**src/rtl/pipelined_cla.sv**
```systemverilog
// Pipelined carry-lookahead adder/subtractor, one GROUP-bit lookahead block per stage.
// Latency: NSTAGE = WIDTH/GROUP cycles from accept edge to OUT_VALID; one result per cycle.
// Backpressure: whole pipe shifts only when !OUT_VALID | OUT_READY; IN_READY mirrors that.
//
// Ports:
//   CLK, RST            clock (rising edge), asynchronous active-high reset
//   IN_VALID/IN_READY   operand handshake; A, B, CIN, SUB sampled on transfer
//   OUT_VALID/OUT_READY result handshake; SUM, COUT, OVF held while stalled or idle
//
// Each stage k resolves bits [k*GROUP +: GROUP] from the carry registered by
// stage k-1, then forwards only the operand bits that later stages still need.
module pipelined_cla #(
    parameter int WIDTH = 16,
    parameter int GROUP = 4
) (
    input  logic             CLK,
    input  logic             RST,
    input  logic             IN_VALID,
    output logic             IN_READY,
    input  logic [WIDTH-1:0] A,
    input  logic [WIDTH-1:0] B,
    input  logic             CIN,
    input  logic             SUB,
    output logic             OUT_VALID,
    input  logic             OUT_READY,
    output logic [WIDTH-1:0] SUM,
    output logic             COUT,
    output logic             OVF
);
    localparam int NSTAGE = WIDTH / GROUP;

    if (GROUP < 1 || WIDTH < GROUP || (WIDTH % GROUP) != 0) begin : g_bad_params
        $error("pipelined_cla: WIDTH must be a non-zero multiple of GROUP");
    end

    // Flattened lookahead: c[i+1] = g[i] | p[i]g[i-1] | ... | p[i]..p[0]ci,
    // so no carry ripples through a chain of per-bit cells inside the group.
    function automatic logic [GROUP:0] lookahead(
        input logic [GROUP-1:0] g,
        input logic [GROUP-1:0] p,
        input logic             ci
    );
        logic [GROUP:0] c;
        logic           run;
        c    = '0;
        c[0] = ci;
        for (int i = 0; i < GROUP; i++) begin
            c[i+1] = g[i];
            run    = p[i];
            for (int j = i - 1; j >= 0; j--) begin
                c[i+1] = c[i+1] | (run & g[j]);
                run    = run & p[j];
            end
            c[i+1] = c[i+1] | (run & ci);
        end
        return c;
    endfunction

    logic advance;

    assign advance  = !OUT_VALID || OUT_READY;
    assign IN_READY = advance;

    for (genvar k = 0; k < NSTAGE; k++) begin : g_stg
        localparam int LO = k * GROUP;
        localparam int HI = LO + GROUP;

        // Stage inputs: bits [WIDTH-1:LO] of the operands, incoming carry,
        // and the finished low sum bits (if any) from the previous stage.
        logic                vld_in;
        logic                c_in;
        logic [WIDTH-LO-1:0] a_in;
        logic [WIDTH-LO-1:0] b_in;
        logic [HI-1:0]       sum_new;

        logic [GROUP-1:0]    grp_g;
        logic [GROUP-1:0]    grp_p;
        logic [GROUP:0]      grp_c;

        logic                vld_q, vld_d;
        logic                cout_q, cout_d;
        logic [HI-1:0]       sum_q, sum_d;

        if (k == 0) begin : g_src
            assign vld_in  = IN_VALID;
            assign c_in    = CIN;
            assign a_in    = A;
            // Subtraction folds into the add as A + ~B + CIN.
            assign b_in    = SUB ? ~B : B;
            assign sum_new = grp_p ^ grp_c[GROUP-1:0];
        end else begin : g_src
            assign vld_in  = g_stg[k-1].vld_q;
            assign c_in    = g_stg[k-1].cout_q;
            assign a_in    = g_stg[k-1].g_fwd.opa_q;
            assign b_in    = g_stg[k-1].g_fwd.opb_q;
            assign sum_new = {grp_p ^ grp_c[GROUP-1:0], g_stg[k-1].sum_q};
        end

        always_comb begin
            grp_g = a_in[GROUP-1:0] & b_in[GROUP-1:0];
            grp_p = a_in[GROUP-1:0] ^ b_in[GROUP-1:0];
            grp_c = lookahead(grp_g, grp_p, c_in);
        end

        // Data registers load only on a valid transfer so that bubbles leave
        // the last result visible on SUM/COUT/OVF.
        always_comb begin
            vld_d  = vld_q;
            cout_d = cout_q;
            sum_d  = sum_q;
            if (advance) begin
                vld_d = vld_in;
                if (vld_in) begin
                    cout_d = grp_c[GROUP];
                    sum_d  = sum_new;
                end
            end
        end

        always_ff @(posedge CLK or posedge RST) begin
            if (RST) begin
                vld_q  <= 1'b0;
                cout_q <= 1'b0;
                sum_q  <= '0;
            end else begin
                vld_q  <= vld_d;
                cout_q <= cout_d;
                sum_q  <= sum_d;
            end
        end

        // Unconsumed operand bits travel on to later stages only.
        if (k < NSTAGE - 1) begin : g_fwd
            logic [WIDTH-HI-1:0] opa_q, opa_d;
            logic [WIDTH-HI-1:0] opb_q, opb_d;

            always_comb begin
                opa_d = opa_q;
                opb_d = opb_q;
                if (advance && vld_in) begin
                    opa_d = a_in[WIDTH-LO-1:GROUP];
                    opb_d = b_in[WIDTH-LO-1:GROUP];
                end
            end

            always_ff @(posedge CLK or posedge RST) begin
                if (RST) begin
                    opa_q <= '0;
                    opb_q <= '0;
                end else begin
                    opa_q <= opa_d;
                    opb_q <= opb_d;
                end
            end
        end

        // The carry into the MSB only exists in the final group; keep it for OVF.
        if (k == NSTAGE - 1) begin : g_last
            logic msb_c_q, msb_c_d;

            always_comb begin
                msb_c_d = msb_c_q;
                if (advance && vld_in) begin
                    msb_c_d = grp_c[GROUP-1];
                end
            end

            always_ff @(posedge CLK or posedge RST) begin
                if (RST) begin
                    msb_c_q <= 1'b0;
                end else begin
                    msb_c_q <= msb_c_d;
                end
            end
        end
    end

    assign OUT_VALID = g_stg[NSTAGE-1].vld_q;
    assign SUM       = g_stg[NSTAGE-1].sum_q;
    assign COUT      = g_stg[NSTAGE-1].cout_q;
    assign OVF       = g_stg[NSTAGE-1].cout_q ^ g_stg[NSTAGE-1].g_last.msb_c_q;

endmodule

```
**config.mk**
```make
export PLATFORM = sky130hd
export DESIGN_NAME = pipelined_cla
export DESIGN_NICKNAME = d
export VERILOG_FILES = /design/src/rtl/pipelined_cla.sv
export SDC_FILE = /design/constraint.sdc
export NUM_CORES = 1
export LEC_CHECK = 0
export ABC_AREA = 1
export CAP_MARGIN = 20
export CELL_PAD_IN_SITES_DETAIL_PLACEMENT = 1
export CELL_PAD_IN_SITES_GLOBAL_PLACEMENT = 2
export CORE_AREA = 2 2 108 152
export CTS_CLUSTER_SIZE = 25
export DETAILED_ROUTE_END_ITERATION = 8
export DIE_AREA = 0 0 110 154
export GPL_TIMING_DRIVEN = 0
export PLACE_DENSITY_LB_ADDON = 0.1
export REMOVE_ABC_BUFFERS = 1
export SLEW_MARGIN = 20
export SYNTH_ARGS = -nofsm -noshare
export SYNTH_HDL_FRONTEND = slang
export SYNTH_SLANG_ARGS = --single-unit
```
**constraint.sdc**
```tcl
create_clock -name CLK -period 4.8 [get_ports CLK]
set_input_delay 1.44 -clock CLK [delete_from_list [all_inputs] [get_ports CLK]]
set_output_delay 1.44 -clock CLK [all_outputs]
set_load 0.1 [all_outputs]
```
## Word-level counts from Yosys, hierarchy flattened

Index checks and enable logic that the tools add are counted.

| operators by class | value |
|---|---|
| mux-type cells | 1 |
| bitwise logic cells | 118 |
| reductions and logical operators | 10 |

Operator list:

| kind | count |
|---|---|
| 1-bit bitwise AND | 64 |
| 1-bit bitwise OR | 40 |
| 4-bit XOR | 8 |
| 4-bit bitwise AND | 4 |
| 16-bit 2-to-1 mux | 1 |
| 16-bit inverter | 1 |
| 2-bit AND reduction | 4 |
| 1-bit logical AND | 4 |
| 1-bit zero test | 1 |
| 1-bit logical OR | 1 |
| 1-bit XOR | 1 |

| storage, ports and cells | value |
|---|---|
| output and inout bits | 20 |
| input bits | 38 |
| word-level logic and storage cells | 148 |
| register bits | 97 |

## Depth between registers and ports, before layout

Gate-level depths: netlist (run 1).

| logic depth | value |
|---|---|
| depth in word-level cells | 8 |
| depth in mapped cells | 11 |

## Least setup slack after synthesis (run 1)

Ideal clock, no wire load.

| timing | value |
|---|---|
| path kind | register to output |
| start | reg g_stg[3].cout_q, in the netlist COUT |
| end | out OVF |
| arrival time | 2.422 ns |
| data required time | 3.360 ns |
| cell stages (with the launch flop) | 2 |
| buffers on the path | 0 |
| path slack | 0.938 ns |
| cells stage by stage | dfrtp_1 > xor2_1 |

| on the way | value |
|---|---|
| cells in the longest elaborated chain, start to end | 1 |

RTL lines:

| what | RTL line | text |
|---|---|---|
| start: declaration | 81 | `logic cout_q, cout_d;` |
| start signal: assignment | 127 | `cout_q <= cout_d;` |
| 1-bit XOR | 181 | `assign OVF = g_stg[NSTAGE-1].cout_q ^ g_stg[NSTAGE-1].g_last.msb_c_q;` |
| end: declaration | 28 | `output logic OVF` |

Every way passes these cells.

## Final worst setup path (run 1)

| timing | value |
|---|---|
| start | in OUT_READY |
| end | out IN_READY |

| on the way | value |
|---|---|
| cells in the longest elaborated chain, start to end | 1 |

RTL lines:

| what | RTL line | text |
|---|---|---|
| start: declaration | 25 | `input logic OUT_READY,` |
| 1-bit logical OR | 61 | `assign advance = !OUT_VALID \|\| OUT_READY;` |
| end: declaration | 19 | `output logic IN_READY,` |

Every way passes these cells.

==> impl_metrics.toml, run 1 <==
[routing]
drt_iter0_drc = 80
drc_errors = 0
first_pass_iters = 4
post_drt_wl_per_cell_um = 12.1
vias_per_cell = 4.37
routed_wl_um = 9150
vias = 3291
drtAntennaViolNets = 0

[clock_tree]
htreeDepth = 3
max-clock-path-buffers = 2
clkSinkCount = 97
post-cts-setup-buffers = 0
clockRootBuffer = "clkbuf_16"
cts_tree = "done"
insertion_delay_ns = 0.34
clk_pin_slew_ns = 0.06
cts_buffers = 9

[sta]
maxSlewHeadroom_pct = 34.6
rsz0062_at_grt = "false"
setup_viol = 0
fmax_mhz = 219
final_max_slew_viol_count = 0
max_slew.worst_pin.slew_ns = 0.978
tns_ns = 0
hold_violations = 0
min_period_ns = 4.58
clock_skew_ns = 0.00905
post-route-period-util_pct = 95.3

[global_routing]
grt_first_pass_wirelength_um = 15900
grt_max_degree = 56
grt_use_total_pct = 11.9
grt_pass1_vias = 3447
grt.overflow.total = 0
antenna_found_initial = 0

[job]
maxCapViolCount = 0

[worst_setup_path]
path_buf_inv = 3
cp_slowest_cell = "dlygate4sd2_1"
rrSetupSlack_ns = 3.20
critPathKind = "input port to output pin"
path_cells = "clkdlybuf4s50_1 > nor2_8 > inv_1 > dlygate4sd2_1"
crit_arrival_ns = 3.14
cpPeakStageDelay_ns = 0.88
path_max_fanout = 5
endpoint_kind = "output pin"
start_kind = "input port"
crit_family = "buffers and inverters"
cp_data_required_time_ns = 3.36

[synthesis]
yosysSeqAreaShare_pct = 52.9
synth_warnings = 0
synthCells = 499
synth_area_leaders = "dfrtp_1, nand2_1, ha_1"
syn_area_sq_um = 4590
synth_cell_types = 26
synth_area_leader_cell = "dfrtp_1"
ys_ff_latch = 97
synth_top_area_share_pct = 52.9
syn-mean-instance-area_sq_um = 9.19

[floorplan]
initial_utilization_pct = 29.6
dieWidth_um = 110
pin_count = 58
die-area_sq_um = 16900
core_area_sq_um = 15500
fp-row-count = 54
dieHeight_um = 154

[power_and_ir_drop]
ir_drop_mv = 0.340
power_mw = 4.00
power.density_nw_per_um2 = 700
p_leak_nw = 2.79

[layout]
post-route-util_pct = 36.9
fin_cells = 753
mostFrequentLayoutCells = "nand2_1, dfrtp_1, clkdlybuf4s50_1"
final_common_cell = "nand2_1"
diodes = 0
syn_to_final_growth_pct = 24.6
drive_above_1_share_pct = 9.52
layout.nets = 610

[min_path]
hold_class = "flip-flop to flip-flop"

[placement]
hpwl_um = 6850
dp.cells = 737
gp_congestion = 0.704
portBuffers = 57

[outcome]
status = "finished, final reports clean"
==> synthesized netlist by cell type <==
cell type and number:
ha_1 16, nor2_4 2, and2_1 2, nand4_1 4, buf_6 5, nor2_1 13
and2_4 1, o21ai_0 9, fa_1 4, a21oi_1 7, nand2_1 191, xor2_1 16
a21oi_2 1, xnor2_1 5, buf_4 5, inv_1 37, o21ai_1 24, nand3_1 20
nor2_8 3, and2_0 1, buf_2 8, a31oi_1 1, dfrtp_1 97, inv_2 4
or2_2 4, o21ai_2 19
==> worst register-to-register path, delay by kind of cell, from the launching register on <==
kind / cells / cell delay [ns]
DFF: 1 / 0.37
buffers and inverters: 2 / 0.42
and+or+nand+nor: 3 / 0.62
AOI/OAI and AO/OA: 1 / 0.06
==> flip-flops by register name, indices dropped and copies added, names as in the netlist <==
signal	count
COUT	1
OUT_VALID	1
SUM	16
g_stg.cout_q	3
g_stg.g_fwd.opa_q	24
g_stg.g_fwd.opb_q	24
g_stg.g_last.msb_c_q	1
g_stg.sum_q	24
g_stg.vld_q	3
==> area by class of cell <==
| cell class | count | area, sq um |
|---|---|---|
| flip-flops and latches | 97 | 2430 |
| well taps | 196 | 245 |
| repair buffers | 60 | 652 |
| inverters | 41 | 159 |
| clock buffers | 10 | 229 |
| fillers | 1770 | 9760 |
| clock inverters | 6 | 130 |
| multi-input cells | 343 | 1870 |
==> layer usage <==
| metal | part of all wire [%] | track usage, % |
|---|---|---|
| met5 | 0 | 0 |
| met4 | 1.5 | 4.34 |
| met3 | 2.9 | 2.54 |
| met2 | 51 | 20.5 |
| met1 | 44 | 14.2 |
==> stage by stage <==
step                      worst slack, ns  cell area [sq um]  hold slack (ns)
after floorplan                     0.826               4450            0.442
after global placement             -0.809               5270            0.457
after detailed placement          -0.0806               5360            0.460
after CTS                           0.206               5710            0.476
after global routing                0.143               5710            0.493
final                               0.224               5710            0.470
==> timing repair <==
action	in CTS	in global routing
resized for setup	1	0
hold buffers	0	0
setup endpoints to repair	1	0
==> kinds of logic (layout without fill, tap and decap cells) <==
| family | Yosys count | in the layout | synth area share [%] |
|---|---|---|---|
| AO/OA/AOI/OAI | 61 | 61 | 8.32 |
| adder cells (fa/ha/maj) | 20 | 20 | 6.11 |
| XOR/XNOR | 21 | 21 | 4.01 |
| buffers and inverters | 59 | 117 | 6.27 |
| flip-flops | 97 | 97 | 52.9 |
| AND/OR/NAND/NOR | 241 | 241 | 22.4 |
==> where the power goes <==
part	internal, mW	switching, mW	total (mW)	leakage (nW)
Clock	0.560	0.297	0.857	0.176
Sequential	1.15	0.181	1.33	1.21
Combinational	0.557	1.25	1.81	1.40
Total	2.27	1.73	4.00	2.79
==> path summary, 6_finish.rpt <==
path                       depth (start not counted)                 to  startpoint
setup / recovery                                   4           IN_READY   OUT_READY
hold / removal                                     2             SUM[3]      SUM[3]
min in group asynchronous                          2             SUM[9]         RST
max in group asynchronous                          3  g_stg[1].sum_q[1]         RST
hold reg to reg                                    2             SUM[3]      SUM[3]
setup reg to reg                                   6  g_stg[2].sum_q[5]   OUT_VALID
Power figures use the tool's default switching activity.
==> run 2, diff against run 1 <==
Settings changed: CORE_AREA 2 2 108 152 to 5 5 111 155, CTS_BUF_LIST set to sky130_fd_sc_hd__clkbuf_2, DIE_AREA 0 0 110 154 to 0 0 116 160.
==> run 2 against run 1 <==
  * Wire length up 3.9%
  * Global-route usage down 0.66 points
  * Count of clock-buffer cells in the layout up 2
  * Total power down 11%
  * Design area down 4.6%
  * Fmax up 0.34%
  * Combinational power about the same
  * Sequential share of layout area up 2.0 points
  * Setup slack better by 0.016 ns
  * Die area up 9.6%
  * First-iteration DRC count up 76%
  * Clock power down 48%
  * Critical path type unchanged
==> impl_metrics.toml, run 2 (synthesis results as in run 1) <==
[outcome]
status = "finished, final reports clean"

[floorplan]
fp-row-count = 54
core_area_sq_um = 15500
dieWidth_um = 116
pin_count = 58
die-area_sq_um = 18600
dieHeight_um = 160
initial_utilization_pct = 29.5

[worst_setup_path]
start_kind = "input port"
rrSetupSlack_ns = 3.10
path_max_fanout = 5
critPathKind = "input port to output pin"
reg2regPathDepth = 6
crit_arrival_ns = 3.12
cp_data_required_time_ns = 3.36
reg2reg_to = "g_stg[2].sum_q[10]"
r2r-start = "OUT_VALID"
endpoint_kind = "output pin"

[clock_tree]
max-clock-path-buffers = 2
cts_buffers = 9
cts_tree = "done"
clockRootBuffer = "clkbuf_2"
clkSinkCount = 97
htreeDepth = 3
postCtsHoldBufs = 0
insertion_delay_ns = 0.55
clk_pin_slew_ns = 0.24
post-cts-setup-buffers = 0
cts_resized = 1

[global_routing]
grt.overflow.total = 0
grt_use_total_pct = 11.2
antenna_found_initial = 1
grt_max_degree = 65
grt_pass1_vias = 3574
grt_first_pass_wirelength_um = 17000

[routing]
vias_per_cell = 4.35
routed_wl_um = 9500
drtAntennaViolNets = 0
drc_errors = 0
post_drt_wl_per_cell_um = 12.6
wl_met1_um = 4430
routed.top_layer = "met4"
drt_iter0_drc = 141
vias = 3280
route.met2.wl_um = 4610
first_pass_iters = 4
wl_met3_um = 273

[job]
maxCapViolCount = 0

[sta]
clock_skew_ns = 0.0317
tns_ns = 0
hold_violations = 0
min_period_ns = 4.56
maxSlewHeadroom_pct = 35.4
setup_viol = 0
rsz0062_at_grt = "false"
fmax_mhz = 219
post-route-period-util_pct = 95.0
max_slew.worst_pin.slew_ns = 0.966
final_max_slew_viol_count = 0

[min_path]
hold_class = "flip-flop to flip-flop"
min_path_cells = 2
holdPathEnd = "SUM[5]"
hold_start = "SUM[5]"

[layout]
mostFrequentLayoutCells = "nand2_1, dfrtp_1, clkdlybuf4s50_1"
drive_above_1_share_pct = 9.17
final_common_cell = "nand2_1"
stdcell_area_sq_um = 5450
syn_to_final_growth_pct = 18.9
top_regs = "g_stg.g_fwd.opa_q x24, g_stg.g_fwd.opb_q x24, g_stg.sum_q x24"
post-route-util_pct = 35.1
layout.nets = 609

[placement]
postPlaceCellArea_sq_um = 5320
portBuffers = 57
gp_congestion = 0.772
hpwl_um = 6920

[power_and_ir_drop]
p_leak_nw = 2.68
power_mw = 3.57
power.density_nw_per_um2 = 655
ir_drop_mv = 0.550
## run 2: cell count changes in the layout (fill, tap and decap cells not counted), sizes merged
cell    before  now
diode        0    2
buf          3    2
clkbuf      10   12
bufinv       4    2
## run 2: metal layers
| layer | track usage, % | up-vias |
|---|---|---|
| met2 | 18.5 | 45 |
| li1 | - | 1670 |
| met1 | 14.4 | 1551 |
| met3 | 1.63 | 14 |
| met4 | 4.75 | 0 |
| met5 | 0 | - |
## run 2: cell type report
cell class	count	area [sq um]
clock buffers	12	60.1
clock inverters	4	67.6
well taps	196	245
repair buffers	59	617
flip-flops and latches	97	2430
fillers	1837	10100
diodes	2	5.00
inverters	41	159
multi-input cells	343	1870
## run 2: critical path: stages
cell and delay [ns]:
clkdlybuf4s50_1 0.56, nor2_8 0.10, inv_1 0.14, dlygate4sd2_1 0.87
## run 2: metrics by stage
| step | setup WS, ns | instances | hold slack [ns] |
|---|---|---|---|
| floorplan | 0.826 | 481 | 0.442 |
| global placement | -0.817 | 734 | 0.455 |
| detailed placement | -0.0562 | 736 | 0.459 |
| CTS | 0.227 | 752 | 0.511 |
| global route | 0.195 | 754 | 0.534 |
| finish | 0.240 | 754 | 0.502 |
## run 2: where the power goes
| group | switching (mW) | total (mW) | internal (mW) |
|---|---|---|---|
| sequential | 0.180 | 1.32 | 1.14 |
| combinational | 1.26 | 1.81 | 0.547 |
| clock | 0.267 | 0.442 | 0.176 |
| total | 1.71 | 3.57 | 1.87 |
## run 2: how the worst max path moves through the flow
stage,from,endpoint,slack [ns],depth (start not counted)
CTS,OUT_READY,IN_READY,0.23,4
global route,OUT_READY,IN_READY,0.19,4
detailed placement,OUT_READY,IN_READY,-0.06,4
global placement,RST,g_stg[0].g_fwd.opb_q[7],-0.82,2
finish,OUT_READY,IN_READY,0.24,4
floorplan,RST,COUT,0.83,1
